$ cat src/rtl/fetch_queue.sv
// Instruction fetch queue between the PC/instruction cache and the decoder.
// Optional macro FETCHQ_BYPASS_EN adds a zero-latency path from cache to decoder when the queue is empty.
module fetch_queue #(
    parameter int DEPTH      = 8,
    parameter int PEND_DEPTH = 4,
    parameter int ADDR_W     = 32,
    parameter int INST_W     = 32
) (
    input  logic              clk,
    input  logic              rst,
    input  logic [ADDR_W-1:0] pc_in,
    input  logic              pc_valid,
    output logic              pc_stall,
    input  logic              cache_inst_enable,
    input  logic [INST_W-1:0] cache_inst,
    input  logic              clear,
    input  logic              dec_stall,
    output logic              dec_enable,
    output logic [ADDR_W-1:0] dec_pc,
    output logic [INST_W-1:0] dec_inst
);

    localparam int PTR_W  = $clog2(DEPTH);
    localparam int PP_W   = (PEND_DEPTH > 1) ? $clog2(PEND_DEPTH) : 1;
    localparam int CNT_W  = PTR_W + 1;
    localparam int PCNT_W = PP_W + 1;
    localparam int SUM_W  = ((CNT_W > PCNT_W) ? CNT_W : PCNT_W) + 1;

    localparam logic [SUM_W-1:0]  CREDIT_LIMIT = SUM_W'(DEPTH);
    localparam logic [PCNT_W-1:0] PEND_FULL    = PCNT_W'(PEND_DEPTH);

    typedef enum logic {
        ST_RUN,
        ST_DRAIN
    } state_e;

    state_e              state_q, state_d;
    logic [PTR_W-1:0]    wr_ptr_q, wr_ptr_d;
    logic [PTR_W-1:0]    rd_ptr_q, rd_ptr_d;
    logic [CNT_W-1:0]    count_q, count_d;
    logic [PP_W-1:0]     pend_wr_ptr_q, pend_wr_ptr_d;
    logic [PP_W-1:0]     pend_rd_ptr_q, pend_rd_ptr_d;
    logic [PCNT_W-1:0]   pend_count_q, pend_count_d;
    logic [PCNT_W-1:0]   drop_cnt_q, drop_cnt_d;

    logic [ADDR_W-1:0]   pend_mem   [2**PP_W];
    logic [ADDR_W-1:0]   q_pc_mem   [DEPTH];
    logic [INST_W-1:0]   q_inst_mem [DEPTH];

    logic                running;
    logic                q_empty;
    logic                pend_empty;
    logic [SUM_W-1:0]    credit_used;
    logic                pend_push;
    logic                resp_accept;
    logic                bypass_hit;
    logic                bypass_take;
    logic                q_push;
    logic                q_pop;
    logic [PCNT_W-1:0]   outstanding;
    logic [PCNT_W-1:0]   consumed_now;

    // Handshake decode; everything here is combinational from registers plus this cycle's inputs.
    always_comb begin
        running     = (state_q == ST_RUN);
        q_empty     = (count_q == '0);
        pend_empty  = (pend_count_q == '0);
        credit_used = SUM_W'(count_q) + SUM_W'(pend_count_q);

        pc_stall    = (credit_used >= CREDIT_LIMIT) || (pend_count_q == PEND_FULL)
                      || !running || clear;
        pend_push   = pc_valid && !pc_stall;
        resp_accept = running && !clear && cache_inst_enable && !pend_empty;

`ifdef FETCHQ_BYPASS_EN
        bypass_hit  = resp_accept && q_empty;
`else
        bypass_hit  = 1'b0;
`endif
        bypass_take = bypass_hit && !dec_stall;
        q_push      = resp_accept && !bypass_take;
        q_pop       = !q_empty && running && !dec_stall && !clear;
    end

    // Outputs are forced to zero when nothing is valid, so the unreset storage never leaks out.
    always_comb begin
        dec_enable = (!q_empty && running) || bypass_hit;
        dec_pc     = '0;
        dec_inst   = '0;
        if (bypass_hit) begin
            dec_pc   = pend_mem[pend_rd_ptr_q];
            dec_inst = cache_inst;
        end else if (dec_enable) begin
            dec_pc   = q_pc_mem[rd_ptr_q];
            dec_inst = q_inst_mem[rd_ptr_q];
        end
    end

    always_comb begin
        // NOTE: every _d defaults to its _q first so no path through this block can infer a latch.
        state_d       = state_q;
        wr_ptr_d      = wr_ptr_q;
        rd_ptr_d      = rd_ptr_q;
        count_d       = count_q;
        pend_wr_ptr_d = pend_wr_ptr_q;
        pend_rd_ptr_d = pend_rd_ptr_q;
        pend_count_d  = pend_count_q;
        drop_cnt_d    = drop_cnt_q;

        // Responses still in flight: tracked by pending in RUN, by drop_cnt in DRAIN.
        outstanding   = running ? pend_count_q : drop_cnt_q;
        consumed_now  = (cache_inst_enable && (outstanding != '0)) ? PCNT_W'(1) : '0;

        if (clear) begin
            wr_ptr_d      = '0;
            rd_ptr_d      = '0;
            count_d       = '0;
            pend_wr_ptr_d = '0;
            pend_rd_ptr_d = '0;
            pend_count_d  = '0;
            drop_cnt_d    = outstanding - consumed_now;
            state_d       = (drop_cnt_d != '0) ? ST_DRAIN : ST_RUN;
        end else begin
            if (pend_push) pend_wr_ptr_d = pend_wr_ptr_q + PP_W'(1);
            if (resp_accept) pend_rd_ptr_d = pend_rd_ptr_q + PP_W'(1);
            case ({pend_push, resp_accept})
                2'b10:   pend_count_d = pend_count_q + PCNT_W'(1);
                2'b01:   pend_count_d = pend_count_q - PCNT_W'(1);
                default: pend_count_d = pend_count_q;
            endcase

            if (q_push) wr_ptr_d = wr_ptr_q + PTR_W'(1);
            if (q_pop) rd_ptr_d = rd_ptr_q + PTR_W'(1);
            case ({q_push, q_pop})
                2'b10:   count_d = count_q + CNT_W'(1);
                2'b01:   count_d = count_q - CNT_W'(1);
                default: count_d = count_q;
            endcase

            if (!running && cache_inst_enable && (drop_cnt_q != '0)) begin
                drop_cnt_d = drop_cnt_q - PCNT_W'(1);
                if (drop_cnt_q == PCNT_W'(1)) state_d = ST_RUN;
            end
        end
    end

    always_ff @(posedge clk) begin
        // NOTE: sequential state uses non-blocking assignments so every flop samples pre-edge values.
        if (rst) begin
            state_q       <= ST_RUN;
            wr_ptr_q      <= '0;
            rd_ptr_q      <= '0;
            count_q       <= '0;
            pend_wr_ptr_q <= '0;
            pend_rd_ptr_q <= '0;
            pend_count_q  <= '0;
            drop_cnt_q    <= '0;
        end else begin
            state_q       <= state_d;
            wr_ptr_q      <= wr_ptr_d;
            rd_ptr_q      <= rd_ptr_d;
            count_q       <= count_d;
            pend_wr_ptr_q <= pend_wr_ptr_d;
            pend_rd_ptr_q <= pend_rd_ptr_d;
            pend_count_q  <= pend_count_d;
            drop_cnt_q    <= drop_cnt_d;
        end
    end

    // NOTE: storage arrays are not reset; the counters define validity, which keeps them RAM-mappable.
    always_ff @(posedge clk) begin
        if (pend_push) pend_mem[pend_wr_ptr_q] <= pc_in;
        if (q_push) begin
            q_pc_mem[wr_ptr_q]   <= pend_mem[pend_rd_ptr_q];
            q_inst_mem[wr_ptr_q] <= cache_inst;
        end
    end

endmodule

$ cat config.mk
export PLATFORM = sky130hd
export DESIGN_NAME = fetch_queue
export DESIGN_NICKNAME = d
export VERILOG_FILES = /design/src/rtl/fetch_queue.sv
export SDC_FILE = /design/constraint.sdc
export NUM_CORES = 1
export LEC_CHECK = 0
export ABC_AREA = 1
export BUFFER_PORTS_ARGS = -buffer_cell sky130_fd_sc_hd__clkbuf_2
export CAP_MARGIN = 40
export CORE_ASPECT_RATIO = 1.25
export CORE_MARGIN = 2
export CORE_UTILIZATION = 54
export CTS_CLUSTER_SIZE = 8
export DETAILED_ROUTE_END_ITERATION = 8
export PLACE_DENSITY = 0.72
export RECOVER_POWER = 50
export SLEW_MARGIN = 0
export SYNTH_ARGS = -nofsm -noshare
export SYNTH_HDL_FRONTEND = slang
export SYNTH_SLANG_ARGS = --single-unit
export TNS_END_PERCENT = 5
$ cat constraint.sdc
create_clock -name clk -period 14.38 [get_ports clk]
set_clock_uncertainty 0.05 [all_clocks]
set_input_delay 2.876 -clock clk [delete_from_list [all_inputs] [get_ports clk]]
set_output_delay 2.876 -clock clk [all_outputs]
set_load 0.1 [all_outputs]
==> impl_metrics.csv, run 1 <==
group,metric,value,unit
clocking,max-clock-path-buffers,3,
finish,fill_cells,3633,
timing,fin_setup_tns,0,ps
global_route,maximum_number_of_pins_on_one_net_before_global_route_repair,224,
place,place.detailed.instances,2796,
global_route,groute.usage.overall,0.2265,
setup_path,maximum_cell_stage_delay_along_the_critical_path,370,ps
logic_synthesis,synth.ff_latch_count,666,
finish,footprint_of_the_multi_input_gates,5872,um2
run_status,violated_checks,"capacitance limit, slew limit",
timing,maxClockFrequency,142.7,MHz
place,place.port_buffers,135,
clocking,cts.hold.buffers_added,0,
routing,top_signal_layer_used,"met4",
logic_synthesis,synth.top_cell.area_share,0.7297,
setup_path,worstSetupStartpointType,"primary input",
routing,avgRoutedWirePerCell,19.68,um
logic_synthesis,yosys.area_share.simple,0.09601,
timing,setup_slack,7374,ps
clocking,clock_sink_count,666,
power_and_ir_drop,sequentialPowerShare,0.507,
setup_path,critPathSlowestCell,"sky130_fd_sc_hd__clkbuf_2",
clocking,cts.repair_timing.setup_buffer_count,0,
power_and_ir_drop,combinationalPowerShare,0.045,
power_and_ir_drop,power_switching_share,0.2115,
finish,flow.area_growth_from_synthesis,14.94,%
timing,setup_viol,0,
setup_path,worst_r2r_path_depth,5,
power_and_ir_drop,power.total,4289,uW
setup_path,r2r_slack,8620,ps
logic_synthesis,syn_area,26340,um2
setup_path,cp-end-kind,"primary output",
logic_synthesis,ys_warn_count,0,
timing,final_min_period_over_clock_period,0.4872,
routing,routed_via_density,5.645,
routing,initialDrtViolationCount,1451,
power_and_ir_drop,ir_drop,0.1019,mV
routing,vias,16440,
power_and_ir_drop,p_sw,907.1,uW
power_and_ir_drop,static-leakage-power,0.01026,uW
finish,drive_above_1_share,0.09793,
clocking,cts_tree,"built",
logic_synthesis,post_synth_fa_ha_maj_area_fraction,0.01083,
logic_synthesis,synth_cells,2106,
floorplan,num_io_pins,136,
logic_synthesis,synth-xor-area-share,0.0009977,
floorplan,floorplan.die.width,201.5,um
routing,antenna_violating_nets_post_route,0,
logic_synthesis,main_combinational_cell_family_by_area_after_synthesis,"compound AO/OA/AOI/OAI gates",
setup_path,timing.critical_path.cells,"clkbuf_1, inv_1, nand2_1, nor2_1, nand2_1, nor2_1, nand2_1, clkbuf_2",
setup_path,critPathMaxFanout,7,
worst_hold_path,hold_path_startpoint,"rd_ptr_q[2]",
floorplan,start_util,0.5464,
timing,final_hold_viol_count,0,
global_route,grt_first_pass_wirelength,88.60,mm
logic_synthesis,synth.largest_area_cell,"sky130_fd_sc_hd__edfxtp_1",
worst_hold_path,timing.hold.worst_path_depth,2,
setup_path,timing.critical_path.required,11450,ps
setup_path,rr_endpoint,"q_pc_mem[1][0]",
routing,detail_route.drc_violations,0,
setup_path,timing.critical_path.buf_inv,3,
run_status,outcome,"finished, violations left",
place,gp_congestion,0.7623,
routing,first_pass_iters,5,
clocking,cts.repair.resized,0,
logic_synthesis,postSynthNetCount,2197,
floorplan,coreArea,48200,um2
logic_synthesis,synthTopCellsByArea,"sky130_fd_sc_hd__edfxtp_1 73%, sky130_fd_sc_hd__nor2_1 8.7%, sky130_fd_sc_hd__o21ai_0 7.4%, sky130_fd_sc_hd__o21ai_1 2.6%, sky130_fd_sc_hd__dfxtp_1 2.0%",
logic_synthesis,post_synth_num_cell_types,31,
routing,wirelength_met1,23.57,mm
power_and_ir_drop,p_per_area,141.7,nW/um2
setup_path,cpLargestDelayFamily,"buffers and inverters",
global_route,via_count_of_the_first_global_routing_pass,16520,
timing,tightest_slew,2654,ps
power_and_ir_drop,p_int,3381,uW
clocking,cts_made_buffers,93,
logic_synthesis,synth-compound-area-share,0.1129,
routing,route.met2.wl,29.06,mm
timing,max-slew-margin-rel,-0.7692,
timing,report.final.slew_viol_count,105,
setup_path,crit_path_frequent_cell,"sky130_fd_sc_hd__nand2_1",
routing,dr_wl_met3,3.335,mm
power_and_ir_drop,pwr-share-clk,0.448,
finish,nNetsFinal,2338,
place,dp_worst_setup_slack,7389,ps
setup_path,cp_data_arrival_time,4080,ps
routing,totalWireLength,57.32,mm
floorplan,die_height,250.9,um
clocking,clk_pin_slew,50,ps
logic_synthesis,syn_avg_cell_area,12.51,um2
floorplan,placement_rows,90,
timing,final_period_minus_worst_setup_slack,7006,ps
logic_synthesis,synth_mux_area_frac,0,
logic_synthesis,synth-seq-area-share,0.7495,
setup_path,criticalPathCategory,"in2out",
finish,layout.cells.non_filler,2912,
global_route,initial_antenna_violation_count,0,
clocking,worst_skew_pair.late_latency,620,ps
clocking,cts_root_buffer,"sky130_fd_sc_hd__clkbuf_16",
place,dp_hpwl,30.96,mm
clocking,htree_num_levels,3,
global_route,grt_overflow_total,0,
floorplan,fp.dieArea,50560,um2
finish,area_taken_by_flip_flops_and_latches,19750,um2
timing,rsz0062_at_grt,"false",
flow_run,max_cap_violations,2,
worst_hold_path,min_path_type,"reg2reg",
[synth_stat cells]
library cell	instances
sky130_fd_sc_hd__a21oi_1	19
sky130_fd_sc_hd__o21ai_1	139
sky130_fd_sc_hd__nand3_1	10
sky130_fd_sc_hd__xnor2_1	3
sky130_fd_sc_hd__nor2_1	609
sky130_fd_sc_hd__buf_1	12
sky130_fd_sc_hd__a31oi_1	1
sky130_fd_sc_hd__o211ai_1	1
sky130_fd_sc_hd__dfxtp_1	26
sky130_fd_sc_hd__edfxtp_1	640
sky130_fd_sc_hd__clkbuf_2	1
sky130_fd_sc_hd__o22ai_1	32
sky130_fd_sc_hd__nand3b_1	1
sky130_fd_sc_hd__or2_2	3
sky130_fd_sc_hd__nand4_1	5
sky130_fd_sc_hd__clkinv_1	1
sky130_fd_sc_hd__buf_6	2
sky130_fd_sc_hd__buf_4	9
sky130_fd_sc_hd__buf_2	22
sky130_fd_sc_hd__buf_12	1
sky130_fd_sc_hd__ha_1	18
sky130_fd_sc_hd__nor3_1	3
sky130_fd_sc_hd__nand2_1	32
sky130_fd_sc_hd__fa_1	3
sky130_fd_sc_hd__o21ai_0	390
sky130_fd_sc_hd__inv_2	3
sky130_fd_sc_hd__o21ai_2	1
sky130_fd_sc_hd__o21a_1	1
sky130_fd_sc_hd__inv_1	40
sky130_fd_sc_hd__clkbuf_1	73
sky130_fd_sc_hd__buf_8	5
[flip-flops by register name (all words and copies together) (netlist names), named ones only]
| name | cells |
|---|---|
| pend_count_q | 3 |
| q_pc_mem | 256 |
| wr_ptr_q | 3 |
| pend_rd_ptr_q | 2 |
| q_inst_mem | 256 |
| count_q | 4 |
| pend_wr_ptr_q | 2 |
| rd_ptr_q | 3 |
| drop_cnt_q | 3 |
| pend_mem | 128 |
| state_q | 1 |
[worst register-to-register path, delay by kind of cell, from the launching register on]
kind / cells / cell delay [ps]
AO/OA/AOI/OAI: 2 / 750
buffers and inverters: 3 / 4280
flip-flops: 1 / 320
[per-layer routing]
metal / GRT usage / vias up
met5: 0 / -
met2: 0.3900 / 513
met3: 0.04006 / 84
li1: - / 7781
met1: 0.2887 / 8060
met4: 0.08508 / 0
[cell usage in the layout, fill, tap and decap left out, types with 2 or more instances in the layout]
master | netlist | routed
sky130_fd_sc_hd__ha_1 | 18 | 18
sky130_fd_sc_hd__nor3_2 | 0 | 2
sky130_fd_sc_hd__o21ai_0 | 390 | 391
sky130_fd_sc_hd__inv_1 | 40 | 39
sky130_fd_sc_hd__inv_16 | 0 | 2
sky130_fd_sc_hd__dfxtp_1 | 26 | 23
sky130_fd_sc_hd__buf_12 | 1 | 8
sky130_fd_sc_hd__buf_16 | 0 | 9
sky130_fd_sc_hd__a21oi_1 | 19 | 19
sky130_fd_sc_hd__dfxtp_4 | 0 | 3
sky130_fd_sc_hd__nor2_4 | 0 | 7
sky130_fd_sc_hd__nand3_1 | 10 | 10
sky130_fd_sc_hd__edfxtp_1 | 640 | 640
sky130_fd_sc_hd__fa_1 | 3 | 3
sky130_fd_sc_hd__xnor2_1 | 3 | 3
sky130_fd_sc_hd__clkbuf_2 | 1 | 69
sky130_fd_sc_hd__nor2_1 | 609 | 602
sky130_fd_sc_hd__buf_4 | 9 | 17
sky130_fd_sc_hd__or2_2 | 3 | 2
sky130_fd_sc_hd__o22ai_1 | 32 | 32
sky130_fd_sc_hd__nand4_1 | 5 | 5
sky130_fd_sc_hd__nand2_1 | 32 | 32
sky130_fd_sc_hd__inv_6 | 0 | 2
sky130_fd_sc_hd__clkbuf_1 | 73 | 82
sky130_fd_sc_hd__o21ai_1 | 139 | 139
sky130_fd_sc_hd__clkbuf_16 | 0 | 95
sky130_fd_sc_hd__inv_2 | 3 | 3
[worst max path at each step]
stage / start / to / depth (start not counted)
floorplan: clear / q_inst_mem[4][0] / 6
global placement: clear / pc_stall / 8
detailed placement: clear / pc_stall / 8
CTS: clear / pc_stall / 8
global route: clear / pc_stall / 8
finish: clear / pc_stall / 8
[metrics by stage]
stage	instance area [um2]	hold slack, ps	util
final	30270	395.9	0.6281
after global placement	27460	380.8	0.5698
after floorplan	26340	361.5	-
after global routing	30270	448.6	0.6280
after detailed placement	27850	395.1	0.5779
after CTS	30390	406.6	0.6305
[power by group through the flow]
stage	clock network (uW)	logic (uW)	registers, uW
floorplan	0	134	2210
global placement	0	186	2210
detailed placement	0	196	2210
CTS	1950	197	2170
global route	2030	214	2170
finish	1920	193	2170
[logic make-up after synthesis]
kind of cell | after synthesis
AOI/OAI and AO/OA | 584
xor gates and xnor gates | 3
adders and majority gates | 21
buffers and inverters | 169
DFF | 666
and+or+nand+nor | 663
[cell type report]
cell class / instances / area share
Tap cell: 644 / 0.02662
Multi-Input combinational cell: 1271 / 0.1940
Clock buffer: 109 / 0.08027
Antenna cell: 1 / 0.00008267
Clock inverter: 6 / 0.003431
Sequential cell: 666 / 0.6525
Timing Repair Buffer: 171 / 0.03753
Inverter: 44 / 0.005621
No activity file was read; power rests on OpenSTA's default activity.
==> run 2, diff against run 1 <==
Settings changed: ABC_AREA 1 to 0.
Clock period 14.38 ns to 7.3 ns, I/O delays scaled along.
==> impl_metrics.csv, run 2 <==
group,metric,value,unit
clocking,max-clock-path-buffers,3,
logic_synthesis,synth.top_cell.area_share,0.7517,
timing,max-slew-margin-rel,-0.8462,
global_route,maximum_number_of_pins_on_one_net_before_global_route_repair,87,
setup_path,critPathMaxFanout,43,
clocking,cts_tree,"built",
routing,totalWireLength,49.44,mm
logic_synthesis,synth_cells,1163,
setup_path,timing.critical_path.required,5790,ps
clocking,cts_root_buffer,"sky130_fd_sc_hd__clkbuf_16",
floorplan,num_io_pins,136,
logic_synthesis,post_synth_num_cell_types,44,
run_status,outcome,"finished, violations left",
place,place.port_buffers,135,
setup_path,cp-end-kind,"primary output",
setup_path,worstSetupStartpointType,"register",
worst_hold_path,min_path_type,"reg2reg",
clocking,worst_skew_pair.late_latency,620,ps
timing,setup_viol,0,
finish,layout_common_cells,"640 x sky130_fd_sc_hd__edfxtp_1, 160 x sky130_fd_sc_hd__mux4_2, 97 x sky130_fd_sc_hd__clkbuf_16, 87 x sky130_fd_sc_hd__nor2_1, 75 x sky130_fd_sc_hd__clkbuf_1",
finish,layout.cells.non_filler,2019,
timing,tightest_slew,2769,ps
timing,finalHoldWorstSlack,470.3,ps
power_and_ir_drop,p_sw,1519,uW
logic_synthesis,postSynthNetCount,1254,
logic_synthesis,postSynth.asyncResetShare,0,
timing,rsz0062_at_grt,"false",
clocking,cts.hold.buffers_added,0,
power_and_ir_drop,static-leakage-power,0.009227,uW
finish,flow.area_growth_from_synthesis,15.69,%
place,place.detailed.instances,1910,
floorplan,start_util,0.5441,
power_and_ir_drop,pwr-share-clk,0.464,
routing,initialDrtViolationCount,1015,
logic_synthesis,main_combinational_cell_family_by_area_after_synthesis,"multiplexers",
routing,routed_via_density,5.849,
logic_synthesis,synth-compound-area-share,0.006704,
routing,first_pass_iters,7,
timing,setup_slack,2463,ps
floorplan,fp.dieArea,49120,um2
clocking,cts_made_buffers,93,
routing,detail_route.drc_violations,0,
place,dp_hpwl,27.40,mm
timing,final_min_period_over_clock_period,0.6627,
logic_synthesis,synthTopCellsByArea,"sky130_fd_sc_hd__edfxtp_1 75%, sky130_fd_sc_hd__mux4_2 14%, sky130_fd_sc_hd__mux2i_1 2.7%, sky130_fd_sc_hd__dfxtp_1 2.0%, sky130_fd_sc_hd__nor2_1 1.3%",
power_and_ir_drop,p_per_area,273.2,nW/um2
place,dp_worst_setup_slack,3004,ps
timing,maxClockFrequency,206.7,MHz
logic_synthesis,synth.largest_area_cell,"sky130_fd_sc_hd__edfxtp_1",
finish,largestRegisters,"q_inst_mem (256), q_pc_mem (256), pend_mem (128)",
setup_path,criticalPathCategory,"reg2out",
logic_synthesis,synth.ff_latch_count,666,
routing,vias,11810,
routing,antenna_violating_nets_post_route,0,
timing,fin_setup_tns,0,ps
power_and_ir_drop,power_switching_share,0.1879,
clocking,htree_num_levels,3,
setup_path,cp_data_arrival_time,3330,ps
logic_synthesis,yosys.area_share.simple,0.02364,
finish,drive_above_1_share,0.2708,
power_and_ir_drop,combinationalPowerShare,0.015,
timing,final_period_minus_worst_setup_slack,4837,ps
clocking,clock_sink_count,666,
timing,final_hold_viol_count,0,
floorplan,coreArea,46990,um2
setup_path,worst_r2r_path_depth,5,
logic_synthesis,synth_mux_area_frac,0.1679,
floorplan,die_height,247.3,um
global_route,grt_first_pass_wirelength,75.18,mm
clocking,clk_pin_slew,50,ps
logic_synthesis,synth_top_flop_cell,"sky130_fd_sc_hd__edfxtp_1",
place,gp_congestion,0.7332,
logic_synthesis,synth-edff-count,640,
logic_synthesis,synth-xor-area-share,0.004111,
floorplan,floorplan.die.width,198.6,um
floorplan,placement_rows,89,
power_and_ir_drop,ir_drop,0.1682,mV
clocking,cts.repair_timing.setup_buffer_count,0,
logic_synthesis,synth-seq-area-share,0.7720,
run_status,violated_checks,"capacitance limit, slew limit",
worst_hold_path,timing.hold.worst_path_depth,2,
logic_synthesis,syn_area,25570,um2
global_route,via_count_of_the_first_global_routing_pass,12650,
finish,fill_cells,3257,
power_and_ir_drop,sequentialPowerShare,0.522,
finish,layout_commonest_cell,"sky130_fd_sc_hd__edfxtp_1",
global_route,grt_overflow_total,0,
clocking,cts.repair.resized,0,
logic_synthesis,post_synth_fa_ha_maj_area_fraction,0.01116,
logic_synthesis,ys_warn_count,0,
logic_synthesis,ys_top_cells_by_count,"640 x sky130_fd_sc_hd__edfxtp_1, 160 x sky130_fd_sc_hd__mux4_2, 88 x sky130_fd_sc_hd__nor2_1",
global_route,initial_antenna_violation_count,1,
logic_synthesis,syn_avg_cell_area,21.98,um2
timing,report.final.slew_viol_count,33,
routing,avgRoutedWirePerCell,24.49,um
finish,nNetsFinal,1459,
flow_run,max_cap_violations,1,
logic_synthesis,post-synth-top-count-cell,"sky130_fd_sc_hd__edfxtp_1",
global_route,groute.usage.overall,0.2096,
power_and_ir_drop,p_int,6564,uW
run 2: cell count changes in the layout (fill, tap and decap cells not counted), sizes merged, moves of 28 or more:
cell / change
mux2i: +69
o21ai: -526
mux4: +160
o22ai: -31
nor2: -521
inv: -28
run 2: worst paths after layout:
kind / start / end / slack (ps)
max: register / dec_pc[1] / 2460
min: pend_wr_ptr_q[0] / pend_wr_ptr_q[0] / 470
max reg2reg: state_q / q_inst_mem[4][2] / 3430
min reg2reg: pend_wr_ptr_q[0] / pend_wr_ptr_q[0] / 470
run 2: metrics by stage:
stage          area, um2  total power (uW)  utilization
2_1_floorplan      25570              4346            -
3_3_place_gp       26990              4401       0.5743
3_5_place_dp       27190              4410       0.5786
4_1_cts            29690              8162       0.6319
5_1_grt            29580              8315       0.6295
6_report           29580              8082       0.6295
run 2: critical path, stage by stage, from the launching register on:
cell	delay (ps)
sky130_fd_sc_hd__dfxtp_4	670
sky130_fd_sc_hd__buf_16	290
sky130_fd_sc_hd__buf_4	550
sky130_fd_sc_hd__mux4_2	330
sky130_fd_sc_hd__mux2i_1	70
sky130_fd_sc_hd__nor2_1	210
sky130_fd_sc_hd__clkbuf_2	490
run 2: kinds of logic (layout without fill, tap and decap cells):
| family | Yosys count | after routing |
|---|---|---|
| flops | 666 | 666 |
| mux | 229 | 229 |
| simple gates | 135 | 135 |
| buf+inv | 73 | 291 |
| compound gates | 27 | 27 |
| fa+ha+maj | 21 | 21 |
| xor+xnor | 12 | 12 |
| other cells | 0 | 1 |
run 2: per-layer routing:
layer | share of wire | up-vias | track usage
met5 | 0 | - | 0
met4 | 0.022 | 0 | 0.07309
met3 | 0.058 | 80 | 0.04296
met2 | 0.51 | 352 | 0.3494
met1 | 0.40 | 6215 | 0.2774
li1 | - | 5162 | -
run 2: layout make-up:
class                      count  area, um2  share of cell area
antenna                        1      2.502          0.00008460
clock buffer                 104       2454             0.08295
clock inverter                 4      50.05            0.001692
inverter                      17      63.81            0.002157
multi-input combinational    424       5494              0.1857
sequential                   666      19750              0.6678
tap                          637      797.0             0.02694
timing repair buffer         166      965.9             0.03266
run 2: power groups by stage:
| stage | combinational [uW] | clock (uW) | sequential [uW] |
|---|---|---|---|
| after floorplan | 61.1 | 0 | 4280 |
| after global placement | 117 | 0 | 4280 |
| after detailed placement | 125 | 0 | 4280 |
| after CTS | 125 | 3820 | 4210 |
| after global routing | 133 | 3970 | 4210 |
| final | 119 | 3750 | 4220 |
==> run 3, diff against run 2 <==
Clock period 7.3 ns to 5 ns, I/O delays scaled along.
==> impl_metrics.csv, run 3 (same netlist as run 2, synthesis figures left out) <==
group,metric,value,unit
power_and_ir_drop,p_int,9528,uW
global_route,groute.usage.overall,0.2101,
finish,nNetsFinal,1456,
timing,setup_slack,909.3,ps
finish,drive_above_1_share,0.2689,
timing,max-slew-margin-rel,-0.5599,
worst_hold_path,min_path_type,"reg2reg",
routing,vias,11810,
clocking,cts_root_buffer,"sky130_fd_sc_hd__clkbuf_16",
clocking,worst_skew_pair.late_latency,610,ps
clocking,cts_tree,"built",
setup_path,worstSetupStartpointType,"register",
run_status,outcome,"finished, violations left",
floorplan,coreArea,46990,um2
global_route,initial_antenna_violation_count,0,
global_route,grt_first_pass_wirelength,75.65,mm
power_and_ir_drop,combinationalPowerShare,0.015,
timing,rsz0062_at_grt,"false",
floorplan,die_height,247.3,um
clocking,max-clock-path-buffers,3,
floorplan,num_io_pins,136,
place,place.port_buffers,135,
finish,flow.area_growth_from_synthesis,16.02,%
place,dp_worst_setup_slack,1500,ps
power_and_ir_drop,power_switching_share,0.1900,
power_and_ir_drop,sequentialPowerShare,0.523,
clocking,cts.repair.resized,0,
timing,tightest_slew,2340,ps
floorplan,fp.dieArea,49120,um2
clocking,htree_num_levels,3,
setup_path,cp-end-kind,"primary output",
clocking,cts.repair_timing.setup_buffer_count,0,
setup_path,critPathMaxFanout,49,
routing,initialDrtViolationCount,684,
power_and_ir_drop,static-leakage-power,0.009216,uW
clocking,clk_pin_slew,50,ps
place,place.detailed.instances,1907,
place,detailed_place.area,27290,um2
global_route,maximum_number_of_pins_on_one_net_before_global_route_repair,65,
power_and_ir_drop,p_sw,2235,uW
routing,detail_route.drc_violations,0,
routing,routed_via_density,5.833,
place,gp_congestion,0.7087,
timing,finalHoldWorstSlack,467.4,ps
clocking,cts_made_buffers,93,
timing,maxClockFrequency,244.5,MHz
floorplan,start_util,0.5441,
setup_path,criticalPathCategory,"reg2out",
finish,layout_common_cells,"640 x sky130_fd_sc_hd__edfxtp_1, 160 x sky130_fd_sc_hd__mux4_2, 94 x sky130_fd_sc_hd__clkbuf_16, 87 x sky130_fd_sc_hd__nor2_1, 84 x sky130_fd_sc_hd__clkbuf_1",
setup_path,cp_data_arrival_time,3040,ps
global_route,via_count_of_the_first_global_routing_pass,12740,
flow_run,max_cap_violations,2,
finish,area_taken_by_flip_flops_and_latches,19750,um2
finish,fin_area,29660,um2
setup_path,timing.critical_path.required,3950,ps
timing,setup_viol,0,
timing,final_period_minus_worst_setup_slack,4091,ps
timing,report.final.slew_viol_count,93,
finish,antenna_cells,0,
run_status,violated_checks,"capacitance limit, slew limit",
power_and_ir_drop,p_per_area,396.6,nW/um2
global_route,grt_overflow_total,0,
timing,final_min_period_over_clock_period,0.8181,
routing,first_pass_iters,5,
routing,antenna_violating_nets_post_route,0,
routing,totalWireLength,49.41,mm
place,dp_hpwl,26.86,mm
finish,largestRegisters,"q_inst_mem (256), q_pc_mem (256), pend_mem (128)",
finish,fill_cells,3247,
timing,final_hold_viol_count,0,
finish,footprint_of_the_multi_input_gates,5517,um2
clocking,cts.hold.buffers_added,0,
floorplan,placement_rows,89,
floorplan,floorplan.die.width,198.6,um
clocking,clock_sink_count,666,
power_and_ir_drop,ir_drop,0.3174,mV
finish,post_route_utilization,0.6312,
finish,layout.cells.non_filler,2024,
routing,avgRoutedWirePerCell,24.41,um
power_and_ir_drop,pwr-share-clk,0.462,
finish,layout_commonest_cell,"sky130_fd_sc_hd__edfxtp_1",
[run 3: cell types whose count changed in the layout (fill, tap and decap cells not counted), sizes merged]
cell,previous run,this run
buf,29,26
clkbuf,241,249
diode,1,0
clkinv,3,4
[run 3: stage by stage]
stage	TNS [ps]	power, uW
6_report	0	11760
5_1_grt	0	12110
4_1_cts	0	11890
3_5_place_dp	0	6438
3_3_place_gp	0	6423
2_1_floorplan	-588100	6344
[run 3: routing by layer]
layer  global-route usage  vias up  routed length, um
met4              0.08319        0               1141
met3              0.03573       68               2517
li1                     -     5174                  -
met5                    0        -                  0
met2               0.3551      317              25910
met1               0.2743     6248              19840
[run 3: power groups by stage]
| stage | Sequential, uW | Combinational (uW) | Clock [uW] |
|---|---|---|---|
| floorplan | 6250 | 89.3 | 0 |
| global placement | 6250 | 169 | 0 |
| detailed placement | 6260 | 183 | 0 |
| CTS | 6150 | 183 | 5560 |
| global route | 6150 | 193 | 5770 |
| finish | 6150 | 173 | 5440 |
[run 3: path summary, 6_finish.rpt]
check / startpoint / to / slack (ps) / cells past startpoint
setup / recovery: register / dec_pc[22] / 910 / 5
hold / removal: rd_ptr_q[2] / register / 470 / 2
setup reg to reg: state_q / q_pc_mem[0][27] / 1530 / 4
hold reg to reg: rd_ptr_q[2] / register / 470 / 2
[run 3: layout make-up]
cell class,instances,share of cell area
sequential,666,0.6659
clock buffer,112,0.08158
clock inverter,5,0.002236
multi-input combinational,424,0.1860
inverter,17,0.002151
timing repair buffer,163,0.03535
tap,637,0.02687
[run 3: critical path, cell delays in order (launching register included)]
cell and delay (ps):
sky130_fd_sc_hd__dfxtp_4 840, sky130_fd_sc_hd__buf_4 440, sky130_fd_sc_hd__mux4_2 390, sky130_fd_sc_hd__mux2i_1 240, sky130_fd_sc_hd__nor2_1 70, sky130_fd_sc_hd__clkbuf_2 390
